[src/rtl/fifo_pkg.sv]
// fifo_pkg
// Shared definitions for the dual-clock FIFO pointer blocks.
//   FIFO_SYNC_STAGES_DEF : default depth of a pointer synchroniser
//   bin2gray(b, w)       : binary -> gray for a w-bit value (w <= 32)
//   gray2bin(g, w)       : gray -> binary for a w-bit value (w <= 32)
// Both converters work on 32-bit containers so that any pointer width can
// call them; callers size-cast the result back to their own width.
package fifo_pkg;

    localparam int FIFO_SYNC_STAGES_DEF = 2;

    // Mask that keeps only the low w bits of a 32-bit container.
    function automatic logic [31:0] width_mask(input int w);
        if (w >= 32)
            return '1;
        else
            return (32'd1 << w) - 32'd1;
    endfunction

    function automatic logic [31:0] bin2gray(input logic [31:0] b, input int w);
        return (b ^ (b >> 1)) & width_mask(w);
    endfunction

    // Each binary bit is the XOR of all gray bits at or above it; the
    // doubling shifts build that running XOR in log2(32) steps.
    function automatic logic [31:0] gray2bin(input logic [31:0] g, input int w);
        logic [31:0] b;
        b = g & width_mask(w);
        for (int s = 1; s < 32; s = s * 2)
            b = b ^ (b >> s);
        return b;
    endfunction

endpackage

[src/rtl/rptr_empty_sync_if.sv]
// rptr_empty_sync_if
// Bundles the read-side request/flag signals of the FIFO read pointer block.
//   master : the reader (drives rinc, rclr_uf, ae_thresh) plus the write
//            pointer feed rwptr; observes address, pointer and flags
//   slave  : the rptr_empty_sync block itself
interface rptr_empty_sync_if #(parameter int ADDRSIZE = 4);

    logic                rinc;
    logic                rclr_uf;
    logic [ADDRSIZE:0]   ae_thresh;
    logic [ADDRSIZE:0]   rwptr;
    logic [ADDRSIZE-1:0] raddr;
    logic [ADDRSIZE:0]   rptr;
    logic                rempty;
    logic                ralmost_empty;
    logic [ADDRSIZE:0]   rlevel;
    logic                runderflow;

    modport master (
        output rinc, rclr_uf, ae_thresh, rwptr,
        input  raddr, rptr, rempty, ralmost_empty, rlevel, runderflow
    );

    modport slave (
        input  rinc, rclr_uf, ae_thresh, rwptr,
        output raddr, rptr, rempty, ralmost_empty, rlevel, runderflow
    );

endinterface

[src/rtl/sync_nff.sv]
// sync_nff
// Generic N-flop synchroniser for a vector that is already glitch-safe to
// sample (e.g. a gray-coded pointer).
//   clk   : destination clock
//   rst_n : asynchronous active-low reset, clears every stage
//   d     : asynchronous input vector
//   q     : last stage of the chain
module sync_nff #(
    parameter int WIDTH  = 1,
    parameter int STAGES = 2
) (
    input  logic             clk,
    input  logic             rst_n,
    input  logic [WIDTH-1:0] d,
    output logic [WIDTH-1:0] q
);

    logic [WIDTH-1:0] chain [STAGES];

    // Shift the sampled value one stage per clock; stage 0 is the only flop
    // that may go metastable, later stages give it time to resolve.
    always_ff @(posedge clk or negedge rst_n) begin
        if (!rst_n) begin
            for (int i = 0; i < STAGES; i++)
                chain[i] <= '0;
        end else begin
            chain[0] <= d;
            for (int i = 1; i < STAGES; i++)
                chain[i] <= chain[i-1];
        end
    end

    assign q = chain[STAGES-1];

endmodule

[src/rtl/rptr_empty_sync.sv]
// rptr_empty_sync
// Read-domain half of the dual-clock FIFO: read pointer, empty flag,
// fill level, almost-empty flag and sticky underflow flag.
//   rclk   : read clock
//   rrst_n : asynchronous active-low reset
//   rif    : slave side of rptr_empty_sync_if
//            in : rinc, rclr_uf, ae_thresh, rwptr (write gray pointer,
//                 asynchronous to rclk)
//            out: raddr, rptr, rempty, ralmost_empty, rlevel, runderflow
module rptr_empty_sync
    import fifo_pkg::*;
#(
    parameter int ADDRSIZE    = 4,
    parameter int SYNC_STAGES = FIFO_SYNC_STAGES_DEF
) (
    input  logic                    rclk,
    input  logic                    rrst_n,
    rptr_empty_sync_if.slave        rif
);

    localparam int PW = ADDRSIZE + 1;

    logic [PW-1:0] rwptr_s;
    logic [PW-1:0] wbin_s;
    logic [PW-1:0] rbin;
    logic [PW-1:0] rbnext;
    logic [PW-1:0] rgnext;
    logic [PW-1:0] lvl_next;
    logic [PW-1:0] rptr_q;
    logic [PW-1:0] rlevel_q;
    logic          rempty_q;
    logic          rae_q;
    logic          ruf_q;
    logic          rd_ok;
    logic          uf_set;

    // Bring the write gray pointer into the read clock domain.
    sync_nff #(
        .WIDTH  (PW),
        .STAGES (SYNC_STAGES)
    ) u_wptr_sync (
        .clk   (rclk),
        .rst_n (rrst_n),
        .d     (rif.rwptr),
        .q     (rwptr_s)
    );

    // Next-pointer arithmetic. A read is only taken while not empty, so an
    // attempted read on an empty FIFO leaves the pointer untouched and is
    // reported as an underflow instead. The level subtraction wraps mod
    // 2^PW, which keeps it correct when either pointer's MSB has toggled.
    always_comb begin
        rd_ok    = rif.rinc & ~rempty_q;
        uf_set   = rif.rinc & rempty_q;
        wbin_s   = PW'(gray2bin(32'(rwptr_s), PW));
        rbnext   = rbin + PW'(rd_ok);
        rgnext   = PW'(bin2gray(32'(rbnext), PW));
        lvl_next = wbin_s - rbnext;
    end

    // Pointer and flag registers. Everything is computed from the
    // post-read pointer so a read and its flag update land on the same edge.
    always_ff @(posedge rclk or negedge rrst_n) begin
        if (!rrst_n) begin
            rbin     <= '0;
            rptr_q   <= '0;
            rempty_q <= 1'b1;
            rlevel_q <= '0;
            rae_q    <= 1'b1;
        end else begin
            rbin     <= rbnext;
            rptr_q   <= rgnext;
            rempty_q <= (rgnext == rwptr_s);
            rlevel_q <= lvl_next;
            rae_q    <= (lvl_next <= rif.ae_thresh);
        end
    end

    // Sticky underflow flag; a new underflow takes priority over a clear
    // arriving in the same cycle so no event is ever lost.
    always_ff @(posedge rclk or negedge rrst_n) begin
        if (!rrst_n)
            ruf_q <= 1'b0;
        else if (uf_set)
            ruf_q <= 1'b1;
        else if (rif.rclr_uf)
            ruf_q <= 1'b0;
    end

    assign rif.raddr         = rbin[ADDRSIZE-1:0];
    assign rif.rptr          = rptr_q;
    assign rif.rempty        = rempty_q;
    assign rif.ralmost_empty = rae_q;
    assign rif.rlevel        = rlevel_q;
    assign rif.runderflow    = ruf_q;

endmodule

[src/flat_wrapper.sv]
// flat-port wrapper written by rule: the top's interface ports become plain ports
module rptr_empty_sync_flat import fifo_pkg::*;
#(
    parameter int ADDRSIZE    = 4,
    parameter int SYNC_STAGES = FIFO_SYNC_STAGES_DEF
)
  (rclk, rrst_n, rif_rinc, rif_rclr_uf, rif_ae_thresh, rif_rwptr, rif_raddr, rif_rptr, rif_rempty, rif_ralmost_empty, rif_rlevel, rif_runderflow);
  rptr_empty_sync_if #(.ADDRSIZE(ADDRSIZE)) rif_i ();
  input  logic rclk;
  input  logic rrst_n;
  input wire logic [$bits(rif_i.rinc)-1:0] rif_rinc;
  input wire logic [$bits(rif_i.rclr_uf)-1:0] rif_rclr_uf;
  input wire logic [$bits(rif_i.ae_thresh)-1:0] rif_ae_thresh;
  input wire logic [$bits(rif_i.rwptr)-1:0] rif_rwptr;
  output wire logic [$bits(rif_i.raddr)-1:0] rif_raddr;
  output wire logic [$bits(rif_i.rptr)-1:0] rif_rptr;
  output wire logic [$bits(rif_i.rempty)-1:0] rif_rempty;
  output wire logic [$bits(rif_i.ralmost_empty)-1:0] rif_ralmost_empty;
  output wire logic [$bits(rif_i.rlevel)-1:0] rif_rlevel;
  output wire logic [$bits(rif_i.runderflow)-1:0] rif_runderflow;
  assign rif_i.rinc = rif_rinc;
  assign rif_i.rclr_uf = rif_rclr_uf;
  assign rif_i.ae_thresh = rif_ae_thresh;
  assign rif_i.rwptr = rif_rwptr;
  assign rif_raddr = rif_i.raddr;
  assign rif_rptr = rif_i.rptr;
  assign rif_rempty = rif_i.rempty;
  assign rif_ralmost_empty = rif_i.ralmost_empty;
  assign rif_rlevel = rif_i.rlevel;
  assign rif_runderflow = rif_i.runderflow;
  rptr_empty_sync #(.ADDRSIZE(ADDRSIZE), .SYNC_STAGES(SYNC_STAGES)) u_core (.rclk(rclk), .rrst_n(rrst_n), .rif(rif_i));
endmodule
[config.mk]
export PLATFORM = sky130hd
export DESIGN_NAME = rptr_empty_sync_flat
export DESIGN_NICKNAME = d
export VERILOG_FILES = /design/src/rtl/fifo_pkg.sv /design/src/rtl/rptr_empty_sync_if.sv /design/src/rtl/sync_nff.sv /design/src/rtl/rptr_empty_sync.sv /design/src/flat_wrapper.sv
export SDC_FILE = /design/constraint.sdc
export NUM_CORES = 1
export LEC_CHECK = 0
export ABC_CLOCK_PERIOD_IN_PS = 5000
export BUFFER_PORTS_ARGS = -buffer_cell sky130_fd_sc_hd__buf_2
export CAP_MARGIN = 15
export CORE_ASPECT_RATIO = 1.25
export CORE_MARGIN = 2
export CORE_UTILIZATION = 39
export CTS_BUF_LIST = sky130_fd_sc_hd__clkbuf_4
export DETAILED_ROUTE_END_ITERATION = 6
export GPL_TIMING_DRIVEN = 0
export SLEW_MARGIN = 40
export SYNTH_ARGS = -nofsm -noshare
export SYNTH_HDL_FRONTEND = slang
export SYNTH_HIERARCHICAL = 1
export SYNTH_SLANG_ARGS = --single-unit
[constraint.sdc]
create_clock -name rclk -period 5 [get_ports rclk]
set_input_delay 0.5 -clock rclk [delete_from_list [all_inputs] [get_ports rclk]]
set_output_delay 0.5 -clock rclk [all_outputs]
set_load 0.005 [all_outputs]
# == Yosys cells after proc, flatten, opt, wreduce, memory -nomap -nowiden ==
# Cells that the tools add are included.
# word_totals
register_bits,28
latchBits,0
mem_bits_rw,0
mem_bits_ro,0
inputBits,14
out_inout_bits,17
word_cells,24
memories,0
# classes
n_addsub,2
mul,0
div_mod_pow,0
n_lt_le_gt_ge,1
eq_ne,1
shift,0
mux,2
bitwise_logic,9
n_reduce_logical,1
# ops
cell,n
bitwise XOR 29 x 28 -> 29 bit,1
bitwise XOR 21 bit,1
bitwise XOR 5 x 4 -> 5 bit,2
adder 5 x 1 -> 5 bit,1
== test 5 bit,1
less-or-equal comparator 5 bit,1
subtractor 5 bit,1
bitwise XOR 5 x 3 -> 5 bit,1
bitwise XOR 5 bit,1
AND 1 bit,2
2-to-1 mux 1 bit,2
nonzero test 2 bit,1
inverter 1 bit,1

# == Logic depth before layout (Yosys ltp) ==
# logic_depth
ltp_word,7
depth_mapped,15
ltp_nobuf,14

# == Modules after synthesis ==
# Netlist, hierarchy kept.
# by_module_without_submodules
module,instances,cells_each,area_per_inst_um2,seq_area_each_um2
rptr_empty_sync,1,85,955.9,427.9
sync_nff,1,15,287.8,250.2

# == Worst setup path before layout ==
# No wires, ideal clock.
# synth_timing
path_kind,register to register
startpoint,"register u_core.u_wptr_sync.chain, in the netlist u_core/u_wptr_sync/q[4]"
endpoint,register u_core.rae_q (netlist: u_core/rif.ralmost_empty)
setup_ps,79
arrival_time_ps,2972
t_required_ps,4921
setup_slack_ps,1949
path_stages_with_launch,15
n_path_buf,1
period_less_slack_ps,3051
path_cell_list,dfrtp_1 > buf_4 > xor2_1 > xnor2_1 > xor2_1 > xor2_1 > ha_1 > fa_1 > inv_1 > ha_1 > nor2b_1 > o21a_1 > o21a_1 > o21a_1 > o21ai_0
# synth_via
elab_chain_len,7
# synth_rtl
item,line_no,text
"start, declared",sync_nff.sv:18,logic [WIDTH-1:0] chain [STAGES];
"start signal, assigned by index",sync_nff.sv:29,chain[i] <= chain[i-1];
bitwise XOR 5 x 4 -> 5 bit,fifo_pkg.sv:30,b = b ^ (b >> s);
bitwise XOR 5 x 3 -> 5 bit,fifo_pkg.sv:30,
bitwise XOR 29 x 28 -> 29 bit,fifo_pkg.sv:30,
bitwise XOR 21 bit,fifo_pkg.sv:30,
bitwise XOR 5 bit,fifo_pkg.sv:30,
subtractor 5 bit,rptr_empty_sync.sv:58,lvl_next = wbin_s - rbnext;
net u_core.lvl_next[1],rptr_empty_sync.sv:28,logic [PW-1:0] lvl_next;
less-or-equal comparator 5 bit,rptr_empty_sync.sv:75,rae_q <= (lvl_next <= rif.ae_thresh);
"end signal, assigned",rptr_empty_sync.sv:75,
"end, declared",rptr_empty_sync.sv:32,logic rae_q;
# The timed path passes the listed nets, and every way through them passes these cells.
# A chain may end at the register's enable or synchronous reset.

# == Final worst setup path ==
# Ends and elaborated chain as after synthesis.

==> metrics.csv <==
stage,metric,value,unit
logic_synthesis,Syn Std Cell Area,1244,um2
logic_synthesis,synthesized instance count,100,
global_route,met1 usage,0.1447,
setup_path,WP data required,5250,ps
setup_path,CP arrival,3500,ps
floorplan,Die X-Extent,54.51,um
logic_synthesis,Synth Area in Compound Gates,0.05835,
cts,setup bufs post-CTS,0,
timing,Slew headroom,0.6221,
logic_synthesis,Yosys reg bits,27,
cts,root buffer cell,clkbuf_4,
logic_synthesis,Synth cell types,21,
global_route,largest net degree at the start of global routing,28,
cts,CTS tree,done,
final_layout,share of layout cells above drive strength 1,0.3284,
routing,Pre-antenna DRT Iters,3,
logic_synthesis,Yosys Warn Count,6,
cts,post-cts sizing count,0,
outcome,status,"complete, no violations",
logic_synthesis,Synth Area in Simple Gates,0.05030,
setup_path,R2R Path Start,u_core/u_wptr_sync/q[4],
job,Max-Cap Viols,0,
setup_path,Crit path largest cell delay,480,ps
timing,RSZ-0062 raised after global routing,false,
cts,total CTS buffers,3,
setup_path,Worst path slowest cell,fa_1,
placed_design,Inst Count DP,166,
routing,routed len/inst,10.80,um
final_layout,"non-filler cells, final",170,
logic_synthesis,post-synthesis mux area share,0,
setup_path,Setup crit end kind,flip-flop,
logic_synthesis,"Seq/Total Area, Yosys",0.5453,
setup_path,critical path startpoint category,flip-flop,
power_and_ir_drop,Pwr Density,669.2,nW/um2
setup_path,FF-to-FF path depth,14,
floorplan,row cnt,22,
routing,DRT iter0 DRCs,4,
floorplan,Die Y-Extent,67.14,um
logic_synthesis,post-synthesis xor/xnor area fraction,0.1539,
floorplan,num ports,31,
floorplan,core outline area,3000,um2
routing,via count,761,
placed_design,Place WS,1715,ps
setup_path,crit path max fanout,3,
cts,Sink Count,27,
cts,"Reg clk slew, reported paths",130,ps
cts,CTS max path bufs,2,
final_layout,Layout area overhead,18.11,%
timing,Min Hold Slack,152.5,ps
timing,final setup fails,0,
timing,Max Slew Vio Count,0,
logic_synthesis,post-synthesis adder-cell area fraction,0.1167,
global_route,first-pass GRT wire length,3.222,mm
setup_path,RR Endpoint,u_core/rif.ralmost_empty,
worst_hold_path,Hold WC Path Type,input pin to async pin,
placed_design,port buffer count,30,
setup_path,CP Class,flip-flop to flip-flop,
global_route,vias in the first global route,790,
floorplan,Initial Util,0.4145,
timing,setup ws final,1745,ps
cts,clock latency on the worst-skew pair,310,ps
global_route,met2 GRT Util,0.2093,
routing,Vias/cell,4.476,
logic_synthesis,synthesized area per cell,12.44,um2
routing,DRC,0,
cts,hold_buf cts,0,
global_route,met3 Resource Use GR,0.02655,
setup_path,crit path cell chain,"buf_4, xor2_1, xnor2_1, xor2_1, xor2_1, ha_1, fa_1, inv_1, ha_1, nor2b_1, o21a_1, o21a_1, o21a_1, o21ai_0",
global_route,initial antenna violation count,0,
setup_path,FF-to-FF setup slack,1750,ps
placed_design,Post-DP HPWL,1.454,mm
timing,Final Critical Period,3255,ps
global_route,Most Crowded Layer GR,met2,
timing,Worst Tran Pin Value,566.8,ps
timing,period utilization,0.6510,
power_and_ir_drop,Peak supply drop,0.3103,mV
timing,Worst Skew,1.813,ps
final_layout,Diodes inserted,0,
placed_design,final RePlAce weighted congestion,0.7372,
timing,setup TNS,0,ps
cts,CTS H-tree depth,1,
routing,Detailed Route WL,1.836,mm
timing,final hold vios,0,
final_layout,NumNets Final,160,
power_and_ir_drop,P_leak,0.7568,nW
floorplan,Die Area,3660,um2
routing,Routed Antenna Nets,0,
logic_synthesis,Post-Syn Nets,125,
logic_synthesis,main combinational cell family by area after synthesis,XOR/XNOR gates,
global_route,Total GRT Usage,0.1203,
global_route,grt total ovfl,0,
timing,Achievable Freq,307.2,MHz
-- cell usage after synthesis --
| library cell | instances | area (um2) |
|---|---|---|
| a2111oi_2 | 1 | 15.01 |
| a21o_1 | 2 | 15.01 |
| a21oi_1 | 2 | 10.01 |
| and3_1 | 1 | 6.260 |
| and3b_2 | 1 | 10.01 |
| buf_4 | 5 | 37.54 |
| dfrtp_1 | 25 | 625.6 |
| dfstp_2 | 2 | 52.55 |
| fa_1 | 1 | 20.02 |
| ha_1 | 10 | 125.1 |
| inv_1 | 15 | 56.30 |
| nand2_1 | 1 | 3.750 |
| nand3_1 | 4 | 20.02 |
| nor2_1 | 1 | 3.750 |
| nor2b_1 | 2 | 12.51 |
| o21a_1 | 3 | 22.52 |
| o21ai_0 | 2 | 10.01 |
| or3_1 | 1 | 6.260 |
| xnor2_1 | 9 | 78.83 |
| xor2_1 | 11 | 96.34 |
| xor2_2 | 1 | 16.27 |
-- report_power, final --
group          internal [mW]  total, mW  switching, mW
sequential             0.302      0.340         0.0379
combinational          0.265      0.546          0.282
clock                 0.0366     0.0963         0.0597
total                  0.604      0.983          0.379
-- critical path, delay by kind of cell, from the launching register on --
family,cells,cell delay (ps)
fa+ha+maj,3,1000
xor+xnor,4,860
compound gates,4,620
flops,1,390
buf+inv,2,190
simple gates,1,130
-- area by class of cell --
| class | count | area, um2 |
|---|---|---|
| well taps | 36 | 45.04 |
| plain buffers | 5 | 37.54 |
| multi-input cells | 53 | 471.7 |
| fillers | 297 | 1531 |
| clock buffers | 4 | 30.03 |
| inverters | 15 | 56.30 |
| flip-flops and latches | 27 | 678.2 |
| repair buffers | 30 | 150.1 |
-- worst max-delay path by stage --
stage	start	end	slack (ps)	depth (start not counted)
floorplan	u_core/u_wptr_sync/q[4]	u_core/rif.ralmost_empty	1950	14
global placement	u_core/u_wptr_sync/q[4]	u_core/rif.ralmost_empty	1770	14
CTS	u_core/u_wptr_sync/q[4]	u_core/rif.ralmost_empty	1690	14
detailed placement	u_core/u_wptr_sync/q[4]	u_core/rif.ralmost_empty	1720	14
finish	u_core/u_wptr_sync/q[4]	u_core/rif.ralmost_empty	1750	14
global route	u_core/u_wptr_sync/q[4]	u_core/rif.ralmost_empty	1520	14
-- cell families (layout without fill, tap and decap cells) --
| family | after synthesis | in the layout |
|---|---|---|
| compound gates | 10 | 10 |
| simple gates | 11 | 11 |
| buf+inv | 20 | 54 |
| flops | 27 | 27 |
| xor+xnor | 21 | 21 |
| fa+ha+maj | 11 | 11 |
-- routing by layer --
metal / vias to the layer above / routed length (um)
li1: 376 / -
met3: 4 / 76
met4: 0 / 27
met1: 363 / 771
met5: - / 0
met2: 18 / 960
-- state kept, by name, indices dropped and copies added, names as in the netlist --
register and count:
u_core/rbin 5, u_core/rif.ralmost_empty 1, u_core/rif.rempty 1, u_core/rif.rlevel 5
u_core/rif.rptr 4, u_core/rif.runderflow 1, u_core/u_wptr_sync/chain 5, u_core/u_wptr_sync/q 5
-- metrics by stage --
step	utilization	instance area [um2]	total power [mW]
after detailed placement	0.4796	1439	0.9013
final	0.4896	1469	0.9830
after CTS	0.4896	1469	1.003
after global placement	0.4796	1439	0.8861
after global routing	0.4896	1469	1.095
after floorplan	-	1244	0.7435
-- cell usage in the layout, fill, tap and decap left out --
cell       netlist  routed
a21o_1           2       2
buf_2            0      30
dfstp_2          2       2
nand3_1          4       4
dfrtp_1         25      25
xnor2_1          9       9
buf_4            5       5
xor2_2           1       1
xor2_1          11      11
or3_1            1       1
nand2_1          1       1
a2111oi_2        1       1
ha_1            10      10
nor2b_1          2       2
and3b_2          1       1
and3_1           1       1
o21a_1           3       3
a21oi_1          2       2
nor2_1           1       1
o21ai_0          2       2
fa_1             1       1
inv_1           15      15
clkbuf_4         0       4
Power figures use the tool's default switching activity.
